File: src/rtl/rv32i_types_pkg.sv
// Shared RV32I encodings, instruction field layouts and the decoded bundle
// carried by the decode stage.
package rv32i_types;

    localparam int PC_W = 32;

    typedef logic [31:0] instr_t;

    typedef enum logic [6:0] {
        OPC_LUI    = 7'b0110111,
        OPC_AUIPC  = 7'b0010111,
        OPC_JAL    = 7'b1101111,
        OPC_JALR   = 7'b1100111,
        OPC_BRANCH = 7'b1100011,
        OPC_LOAD   = 7'b0000011,
        OPC_STORE  = 7'b0100011,
        OPC_OP_IMM = 7'b0010011,
        OPC_OP     = 7'b0110011
    } rv32i_opcode;

    typedef enum logic [2:0] {
        F3_LB  = 3'b000,
        F3_LH  = 3'b001,
        F3_LW  = 3'b010,
        F3_LBU = 3'b100,
        F3_LHU = 3'b101
    } load_f3_t;

    typedef enum logic [2:0] {
        F3_SB = 3'b000,
        F3_SH = 3'b001,
        F3_SW = 3'b010
    } store_f3_t;

    typedef enum logic [6:0] {
        F7_BASE    = 7'b0000000,
        F7_VARIANT = 7'b0100000
    } funct7_t;

    localparam logic [2:0] F3_ADD = 3'b000;
    localparam logic [2:0] F3_SLL = 3'b001;
    localparam logic [2:0] F3_SR  = 3'b101;

    typedef struct packed {
        logic       imm_b_12;
        logic [5:0] imm_b_10_5;
        logic [4:0] rs2;
        logic [4:0] rs1;
        logic [2:0] funct3;
        logic [3:0] imm_b_4_1;
        logic       imm_b_11;
        logic [6:0] opcode;
    } b_type;

    typedef enum logic [2:0] {
        IMM_I,
        IMM_S,
        IMM_B,
        IMM_U,
        IMM_J,
        IMM_NONE
    } imm_fmt_t;

    typedef struct packed {
        logic [PC_W-1:0] pc;
        logic [6:0]      opcode;
        logic [2:0]      funct3;
        logic [6:0]      funct7;
        logic [4:0]      rs1;
        logic [4:0]      rs2;
        logic [4:0]      rd;
        logic [31:0]     imm;
        logic            rs1_used;
        logic            rs2_used;
        logic            rd_we;
        logic            illegal;
    } decoded_t;

endpackage

File: src/rtl/rv32i_decode_stage_if.sv
// Fetch-side and execute-side handshake bundle of the decode stage.
interface rv32i_decode_stage_if
    import rv32i_types::*;
#(
    parameter int XLEN = 32
);
    logic            flush;
    logic            in_valid;
    logic            in_ready;
    logic [XLEN-1:0] in_pc;
    instr_t          in_instr;
    logic            out_valid;
    logic            out_ready;
    logic [XLEN-1:0] out_pc;
    logic [6:0]      out_opcode;
    logic [2:0]      out_funct3;
    logic [6:0]      out_funct7;
    logic [4:0]      out_rs1;
    logic [4:0]      out_rs2;
    logic [4:0]      out_rd;
    logic [31:0]     out_imm;
    logic            out_rs1_used;
    logic            out_rs2_used;
    logic            out_rd_we;
    logic            out_illegal;

    modport slave (
        input  flush, in_valid, in_pc, in_instr, out_ready,
        output in_ready, out_valid, out_pc, out_opcode, out_funct3, out_funct7,
               out_rs1, out_rs2, out_rd, out_imm, out_rs1_used, out_rs2_used,
               out_rd_we, out_illegal
    );

    modport master (
        output flush, in_valid, in_pc, in_instr, out_ready,
        input  in_ready, out_valid, out_pc, out_opcode, out_funct3, out_funct7,
               out_rs1, out_rs2, out_rd, out_imm, out_rs1_used, out_rs2_used,
               out_rd_we, out_illegal
    );
endinterface

File: src/rtl/rv32i_decode_stage_decoder.sv
// Purely combinational RV32I field extraction, immediate generation and
// legality check. The pc field is left zero; the stage fills it in.
module rv32i_decoder
    import rv32i_types::*;
(
    input  instr_t   instr,
    output decoded_t dec
);
    b_type       b;
    imm_fmt_t    fmt;
    logic [6:0]  op;
    logic [2:0]  f3;
    logic [6:0]  f7;
    logic        use_rs1;
    logic        use_rs2;
    logic        use_rd;
    logic        has_f3;
    logic        has_f7;
    logic        bad;
    logic [31:0] imm;

    assign b = b_type'(instr);

    always_comb begin
        op      = b.opcode;
        f3      = b.funct3;
        f7      = instr[31:25];
        fmt     = IMM_NONE;
        use_rs1 = 1'b0;
        use_rs2 = 1'b0;
        use_rd  = 1'b0;
        has_f3  = 1'b1;
        has_f7  = 1'b0;
        bad     = 1'b0;
        case (op)
            OPC_LUI, OPC_AUIPC: begin
                fmt    = IMM_U;
                use_rd = 1'b1;
                has_f3 = 1'b0;
            end
            OPC_JAL: begin
                fmt    = IMM_J;
                use_rd = 1'b1;
                has_f3 = 1'b0;
            end
            OPC_JALR: begin
                fmt     = IMM_I;
                use_rs1 = 1'b1;
                use_rd  = 1'b1;
                bad     = (f3 != 3'b000);
            end
            OPC_BRANCH: begin
                fmt     = IMM_B;
                use_rs1 = 1'b1;
                use_rs2 = 1'b1;
                bad     = (f3 == 3'b010) || (f3 == 3'b011);
            end
            OPC_LOAD: begin
                fmt     = IMM_I;
                use_rs1 = 1'b1;
                use_rd  = 1'b1;
                bad     = !(f3 inside {F3_LB, F3_LH, F3_LW, F3_LBU, F3_LHU});
            end
            OPC_STORE: begin
                fmt     = IMM_S;
                use_rs1 = 1'b1;
                use_rs2 = 1'b1;
                bad     = !(f3 inside {F3_SB, F3_SH, F3_SW});
            end
            OPC_OP_IMM: begin
                fmt     = IMM_I;
                use_rs1 = 1'b1;
                use_rd  = 1'b1;
                // shift-immediates reuse the funct7 slot, so it is forwarded and checked
                if (f3 == F3_SLL) begin
                    has_f7 = 1'b1;
                    bad    = (f7 != F7_BASE);
                end else if (f3 == F3_SR) begin
                    has_f7 = 1'b1;
                    bad    = (f7 != F7_BASE) && (f7 != F7_VARIANT);
                end
            end
            OPC_OP: begin
                use_rs1 = 1'b1;
                use_rs2 = 1'b1;
                use_rd  = 1'b1;
                has_f7  = 1'b1;
                bad     = !((f7 == F7_BASE) ||
                            ((f7 == F7_VARIANT) && ((f3 == F3_ADD) || (f3 == F3_SR))));
            end
            default: begin
                has_f3 = 1'b0;
                bad    = 1'b1;
            end
        endcase
    end

    always_comb begin
        imm = '0;
        case (fmt)
            IMM_I:   imm = {{20{instr[31]}}, instr[31:20]};
            IMM_S:   imm = {{20{instr[31]}}, instr[31:25], instr[11:7]};
            IMM_B:   imm = {{19{b.imm_b_12}}, b.imm_b_12, b.imm_b_11, b.imm_b_10_5,
                            b.imm_b_4_1, 1'b0};
            IMM_U:   imm = {instr[31:12], 12'b0};
            IMM_J:   imm = {{11{instr[31]}}, instr[31], instr[19:12], instr[20],
                            instr[30:21], 1'b0};
            default: imm = '0;
        endcase
    end

    always_comb begin
        dec          = '0;
        dec.opcode   = op;
        dec.funct3   = has_f3 ? f3 : 3'b000;
        dec.funct7   = has_f7 ? f7 : 7'b0000000;
        dec.rs1      = use_rs1 ? b.rs1 : 5'd0;
        dec.rs2      = use_rs2 ? b.rs2 : 5'd0;
        dec.rd       = use_rd ? instr[11:7] : 5'd0;
        dec.imm      = bad ? 32'd0 : imm;
        dec.rs1_used = use_rs1 && !bad;
        dec.rs2_used = use_rs2 && !bad;
        dec.rd_we    = use_rd && !bad && (instr[11:7] != 5'd0);
        dec.illegal  = bad;
    end
endmodule

File: src/rtl/rv32i_decode_stage.sv
// Decode pipeline stage: decoder ahead of a main output register plus a
// one-entry skid register so in_ready can be registered at full throughput.
module rv32i_decode_stage
    import rv32i_types::*;
#(
    parameter int              XLEN         = 32,
    parameter logic [XLEN-1:0] RESET_PC_TAG = '0
)
(
    input logic                 clk,
    input logic                 rst_n,
    rv32i_decode_stage_if.slave bus
);
    decoded_t dec_raw;
    decoded_t dec_in;
    decoded_t main_q;
    decoded_t skid_q;
    decoded_t out_q;
    logic     main_valid;
    logic     skid_valid;
    logic     in_fire;
    logic     main_free;

    rv32i_decoder u_decoder (
        .instr (bus.in_instr),
        .dec   (dec_raw)
    );

    always_comb begin
        dec_in    = dec_raw;
        dec_in.pc = bus.in_pc;
    end

    assign in_fire   = bus.in_valid && !skid_valid;
    assign main_free = !main_valid || bus.out_ready;

    always_ff @(posedge clk or negedge rst_n) begin
        if (!rst_n) begin
            main_valid <= 1'b0;
            skid_valid <= 1'b0;
            main_q     <= '0;
            skid_q     <= '0;
        end else if (bus.flush) begin
            main_valid <= 1'b0;
            skid_valid <= 1'b0;
        end else if (main_free) begin
            // skid is always older than anything on the input, so it goes first
            if (skid_valid) begin
                main_q     <= skid_q;
                main_valid <= 1'b1;
                skid_valid <= 1'b0;
            end else if (in_fire) begin
                main_q     <= dec_in;
                main_valid <= 1'b1;
            end else begin
                main_valid <= 1'b0;
            end
        end else if (in_fire) begin
            skid_q     <= dec_in;
            skid_valid <= 1'b1;
        end
    end

    assign out_q = main_valid ? main_q : '0;

    assign bus.in_ready     = !skid_valid;
    assign bus.out_valid    = main_valid;
    assign bus.out_pc       = main_valid ? main_q.pc : RESET_PC_TAG;
    assign bus.out_opcode   = out_q.opcode;
    assign bus.out_funct3   = out_q.funct3;
    assign bus.out_funct7   = out_q.funct7;
    assign bus.out_rs1      = out_q.rs1;
    assign bus.out_rs2      = out_q.rs2;
    assign bus.out_rd       = out_q.rd;
    assign bus.out_imm      = out_q.imm;
    assign bus.out_rs1_used = out_q.rs1_used;
    assign bus.out_rs2_used = out_q.rs2_used;
    assign bus.out_rd_we    = out_q.rd_we;
    assign bus.out_illegal  = out_q.illegal;
endmodule

File: src/flat_wrapper.sv
// flat-port wrapper written by rule: the top's interface ports become plain ports
module rv32i_decode_stage_flat import rv32i_types::*;
#(
    parameter int              XLEN         = 32,
    parameter logic [XLEN-1:0] RESET_PC_TAG = '0
)
  (clk, rst_n, bus_flush, bus_in_valid, bus_in_pc, bus_in_instr, bus_out_ready, bus_in_ready, bus_out_valid, bus_out_pc, bus_out_opcode, bus_out_funct3, bus_out_funct7, bus_out_rs1, bus_out_rs2, bus_out_rd, bus_out_imm, bus_out_rs1_used, bus_out_rs2_used, bus_out_rd_we, bus_out_illegal);
  rv32i_decode_stage_if #(.XLEN(XLEN)) bus_i ();
  input logic clk;
  input logic rst_n;
  input wire logic [$bits(bus_i.flush)-1:0] bus_flush;
  input wire logic [$bits(bus_i.in_valid)-1:0] bus_in_valid;
  input wire logic [$bits(bus_i.in_pc)-1:0] bus_in_pc;
  input wire logic [$bits(bus_i.in_instr)-1:0] bus_in_instr;
  input wire logic [$bits(bus_i.out_ready)-1:0] bus_out_ready;
  output wire logic [$bits(bus_i.in_ready)-1:0] bus_in_ready;
  output wire logic [$bits(bus_i.out_valid)-1:0] bus_out_valid;
  output wire logic [$bits(bus_i.out_pc)-1:0] bus_out_pc;
  output wire logic [$bits(bus_i.out_opcode)-1:0] bus_out_opcode;
  output wire logic [$bits(bus_i.out_funct3)-1:0] bus_out_funct3;
  output wire logic [$bits(bus_i.out_funct7)-1:0] bus_out_funct7;
  output wire logic [$bits(bus_i.out_rs1)-1:0] bus_out_rs1;
  output wire logic [$bits(bus_i.out_rs2)-1:0] bus_out_rs2;
  output wire logic [$bits(bus_i.out_rd)-1:0] bus_out_rd;
  output wire logic [$bits(bus_i.out_imm)-1:0] bus_out_imm;
  output wire logic [$bits(bus_i.out_rs1_used)-1:0] bus_out_rs1_used;
  output wire logic [$bits(bus_i.out_rs2_used)-1:0] bus_out_rs2_used;
  output wire logic [$bits(bus_i.out_rd_we)-1:0] bus_out_rd_we;
  output wire logic [$bits(bus_i.out_illegal)-1:0] bus_out_illegal;
  assign bus_i.flush = bus_flush;
  assign bus_i.in_valid = bus_in_valid;
  assign bus_i.in_pc = bus_in_pc;
  assign bus_i.in_instr = bus_in_instr;
  assign bus_i.out_ready = bus_out_ready;
  assign bus_in_ready = bus_i.in_ready;
  assign bus_out_valid = bus_i.out_valid;
  assign bus_out_pc = bus_i.out_pc;
  assign bus_out_opcode = bus_i.out_opcode;
  assign bus_out_funct3 = bus_i.out_funct3;
  assign bus_out_funct7 = bus_i.out_funct7;
  assign bus_out_rs1 = bus_i.out_rs1;
  assign bus_out_rs2 = bus_i.out_rs2;
  assign bus_out_rd = bus_i.out_rd;
  assign bus_out_imm = bus_i.out_imm;
  assign bus_out_rs1_used = bus_i.out_rs1_used;
  assign bus_out_rs2_used = bus_i.out_rs2_used;
  assign bus_out_rd_we = bus_i.out_rd_we;
  assign bus_out_illegal = bus_i.out_illegal;
  rv32i_decode_stage #(.XLEN(XLEN), .RESET_PC_TAG(RESET_PC_TAG)) u_core (.clk(clk), .rst_n(rst_n), .bus(bus_i));
endmodule
File: config.mk
export PLATFORM = sky130hd
export DESIGN_NAME = rv32i_decode_stage_flat
export DESIGN_NICKNAME = d
export VERILOG_FILES = /design/src/rtl/rv32i_types_pkg.sv /design/src/rtl/rv32i_decode_stage_if.sv /design/src/rtl/rv32i_decode_stage_decoder.sv /design/src/rtl/rv32i_decode_stage.sv /design/src/flat_wrapper.sv
export SDC_FILE = /design/constraint.sdc
export NUM_CORES = 1
export LEC_CHECK = 0
export CAP_MARGIN = 20
export CORE_MARGIN = 5
export CORE_UTILIZATION = 57
export CTS_CLUSTER_SIZE = 30
export DETAILED_ROUTE_END_ITERATION = 8
export GPL_TIMING_DRIVEN = 0
export PLACE_DENSITY = 0.85
export SLEW_MARGIN = 15
export SYNTH_ARGS = -nofsm -noshare
export SYNTH_HDL_FRONTEND = slang
export SYNTH_SLANG_ARGS = --single-unit
File: constraint.sdc
create_clock -name clk -period 4.7 [get_ports clk]
set_input_delay 0.705 -clock clk [delete_from_list [all_inputs] [get_ports clk]]
set_output_delay 0.705 -clock clk [all_outputs]
set_load 0.01 [all_outputs]
==> summary.txt <==
First-pass GRT wire length = 46900 um
Share of the synthesized area in the top cell type = 0.515
Syn Area/Cell = 9.25 sq um
Ranking of synthesized cells by area = dfrtp_1 52%, nand2_1 11%, and2_1 6.4%
Share of flip-flops with an asynchronous set or reset = 1.00
Wire per inst = 19.6 um
Crit-path slowest cell = clkbuf_1
N_diodes = 0
Post-CTS Setup Bufs = 0
Crit. Startpoint = u_core.bus.out_valid
Max Cap Violations = 0
Proportion of layout cells with a drive suffix above 1 = 0.0677
Nets = 1325
Most common cell after layout, fill and taps aside = nand2_1
Register area = 5050 sq um
Die X = 141 um
PwrDens = 351 nW/um^2
Mapped Cells = 1061
Crit. path cell count = 4
DRT antenna net count = 0
Area of the multi-input gates = 4360 sq um
Placed cells = 1457
Most frequent cells in the layout = 288 x nand2_1, 202 x dfrtp_1, 168 x clkdlybuf4s50_1, 101 x and2_1, 84 x o21ai_0
Worst setup margin = 1.19 ns
Synthesized Nets = 1130
Final hold violations = 0
Slew HR = 0.451
Peak supply drop = 0.334 mV
LEAKAGE = 5.36 nW
Final hold slack = 0.127 ns
Minimum clock period = 3.51 ns
Num rows = 48
Syn-to-layout area delta = 28.3%
Area leader, netlist = dfrtp_1
Clock-pin slew on the worst setup and hold paths = 0.06 ns
Top FF cell, synth = dfrtp_1
Core area = 17100 sq um
# IOs = 171
Crit Path Class = reg -> out
Fill cells = 1276
Final setup violation count = 0
Gpl congestion = 0.944
Cell mode on critical path = clkbuf_1
Fmax = 285 MHz
WP buf/inv = 3
Required time worst endpoint = 3.99 ns
Cell area after synthesis = 9810 sq um
DRT iter0 DRCs = 837
CP top delay family = buffers and inverters
Grt ovf = 0
Worst r2r src = u_core.skid_valid
Die ar. = 19900 sq um
Pre-CTS setup slack = 1.66 ns
Final HPWL DP = 20900 um
Data arrival, critical path = 2.80 ns
Final std cells w/o fill = 1496
Yosys warns = 0
Die height = 141 um
Post-CTS sizing = 0
Clock Sinks = 202
Fin crit share = 0.746
Residual DRC count = 0
Nature of the critical path endpoint = output port
Hold-fix buffers at CTS = 0
CTS tree = built
Clk_lat worst skew = 0.50 ns
Library cells used by synthesis = 54
Fin util = 0.735
Hold Path Class = in -> async
Post-synth EDFFs = 0
Vias in the first global route = 8787
Clock buffer depth = 3
# port buffers = 169
FF+latch count, synth = 202
Crit path largest cell delay = 0.63 ns
# H-tree levels = 1
Initial Util = 0.573
RSZ-0062 raised after global routing = no
Initial antenna violation count = 0
DRT Pass-1 Iters = 5
FF-to-FF path depth = 7
Status = completed
Root Buffer = clkbuf_16
Largest net degree at the start of global routing = 80
Clock buffer count from CTS = 22
Via count = 8884
Max Fanout on Critical Path = 10
Design Power = 4.41 mW
CP startpoint kind = flop
Crit-path cells = clkbuf_1 > clkbuf_1 > and2_1 > clkdlybuf4s50_1
Seq/Total Area, Yosys = 0.515
GR Util All Layers = 0.294
Layout Skew = 0.0109 ns
Final wirelength = 29400 um
Worst-margin pin slew = 0.812 ns
Drt via density = 5.94
Fin. max-slew vios = 0
## logic make-up after synthesis
family                 synth area share
multiplexers                     0.0408
AO/OA/AOI/OAI                     0.179
flip-flops                        0.515
AND/OR/NAND/NOR                   0.224
buffers and inverters            0.0405
## registers in the layout, indices dropped and copies added, names as in the netlist
signal and cells:
u_core.skid_valid 1, u_core.skid_q 100, u_core.bus.out_valid 1, u_core.main_q 100
## final cells by class
| class | count | share of cell area |
|---|---|---|
| clock inverter | 6 | 0.00636 |
| sequential | 202 | 0.402 |
| multi-input combinational | 768 | 0.346 |
| buffer | 86 | 0.0301 |
| tap | 225 | 0.0224 |
| inverter | 5 | 0.00149 |
| timing repair buffer | 171 | 0.139 |
| clock buffer | 33 | 0.0527 |
## Yosys cell counts, types with 2 or more instances
master	instances
a21oi_1	52
a22oi_1	4
a2bb2oi_1	2
a31oi_1	2
and2_1	101
and3_1	12
buf_1	3
buf_2	8
buf_6	3
clkbuf_1	68
dfrtp_1	202
inv_1	5
mux2i_1	40
nand2_1	288
nand2b_1	4
nand3_1	40
nor2_1	14
nor2b_1	2
nor3_1	3
o211ai_1	12
o21a_1	22
o21ai_0	84
o21ai_1	27
o311ai_1	6
o311ai_2	20
o31ai_1	2
o31ai_2	7
or3_1	2
## report_power, final
| group | internal (mW) | total (mW) | switching [mW] |
|---|---|---|---|
| Sequential | 1.93 | 2.03 | 0.100 |
| Clock | 1.08 | 1.77 | 0.687 |
| Combinational | 0.279 | 0.619 | 0.341 |
## worst paths after layout
path,slack (ns),endpoint
max,1.19,bus_out_rd_we
min,0.13,u_core.main_q[93]
max reg2reg,2.25,u_core.main_q[57]
min reg2reg,0.47,u_core.skid_q[98]
max in group asynchronous,3.82,u_core.main_q[16]
min in group clk,0.47,u_core.skid_q[98]
## worst register-to-register path, stage by stage, from the launching register on
cell,delay (ns)
dfrtp_1,0.33
clkbuf_1,0.24
nor2_1,0.13
nor3_1,0.33
clkbuf_1,0.45
clkbuf_1,0.51
o211ai_1,0.21
o21a_1,0.15
## layer usage
layer  part of all wire  up-vias  global-route usage  wire (um)
li1                   -     4011                   -          -
met3              0.079       77              0.0458       2310
met1               0.40     4364               0.412      11700
met4              0.035        0              0.0969       1020
met2               0.49      432               0.475      14300
met5                  0        -                   0          0
## metrics by stage
stage,TNS (ns),area (sq um)
finish,0,12600
global route,0,12600
detailed placement,0,11800
CTS,0,12600
global placement,-1087.48,11800
floorplan,0,9810
Note: power is estimated with default switching activity, not from simulation.
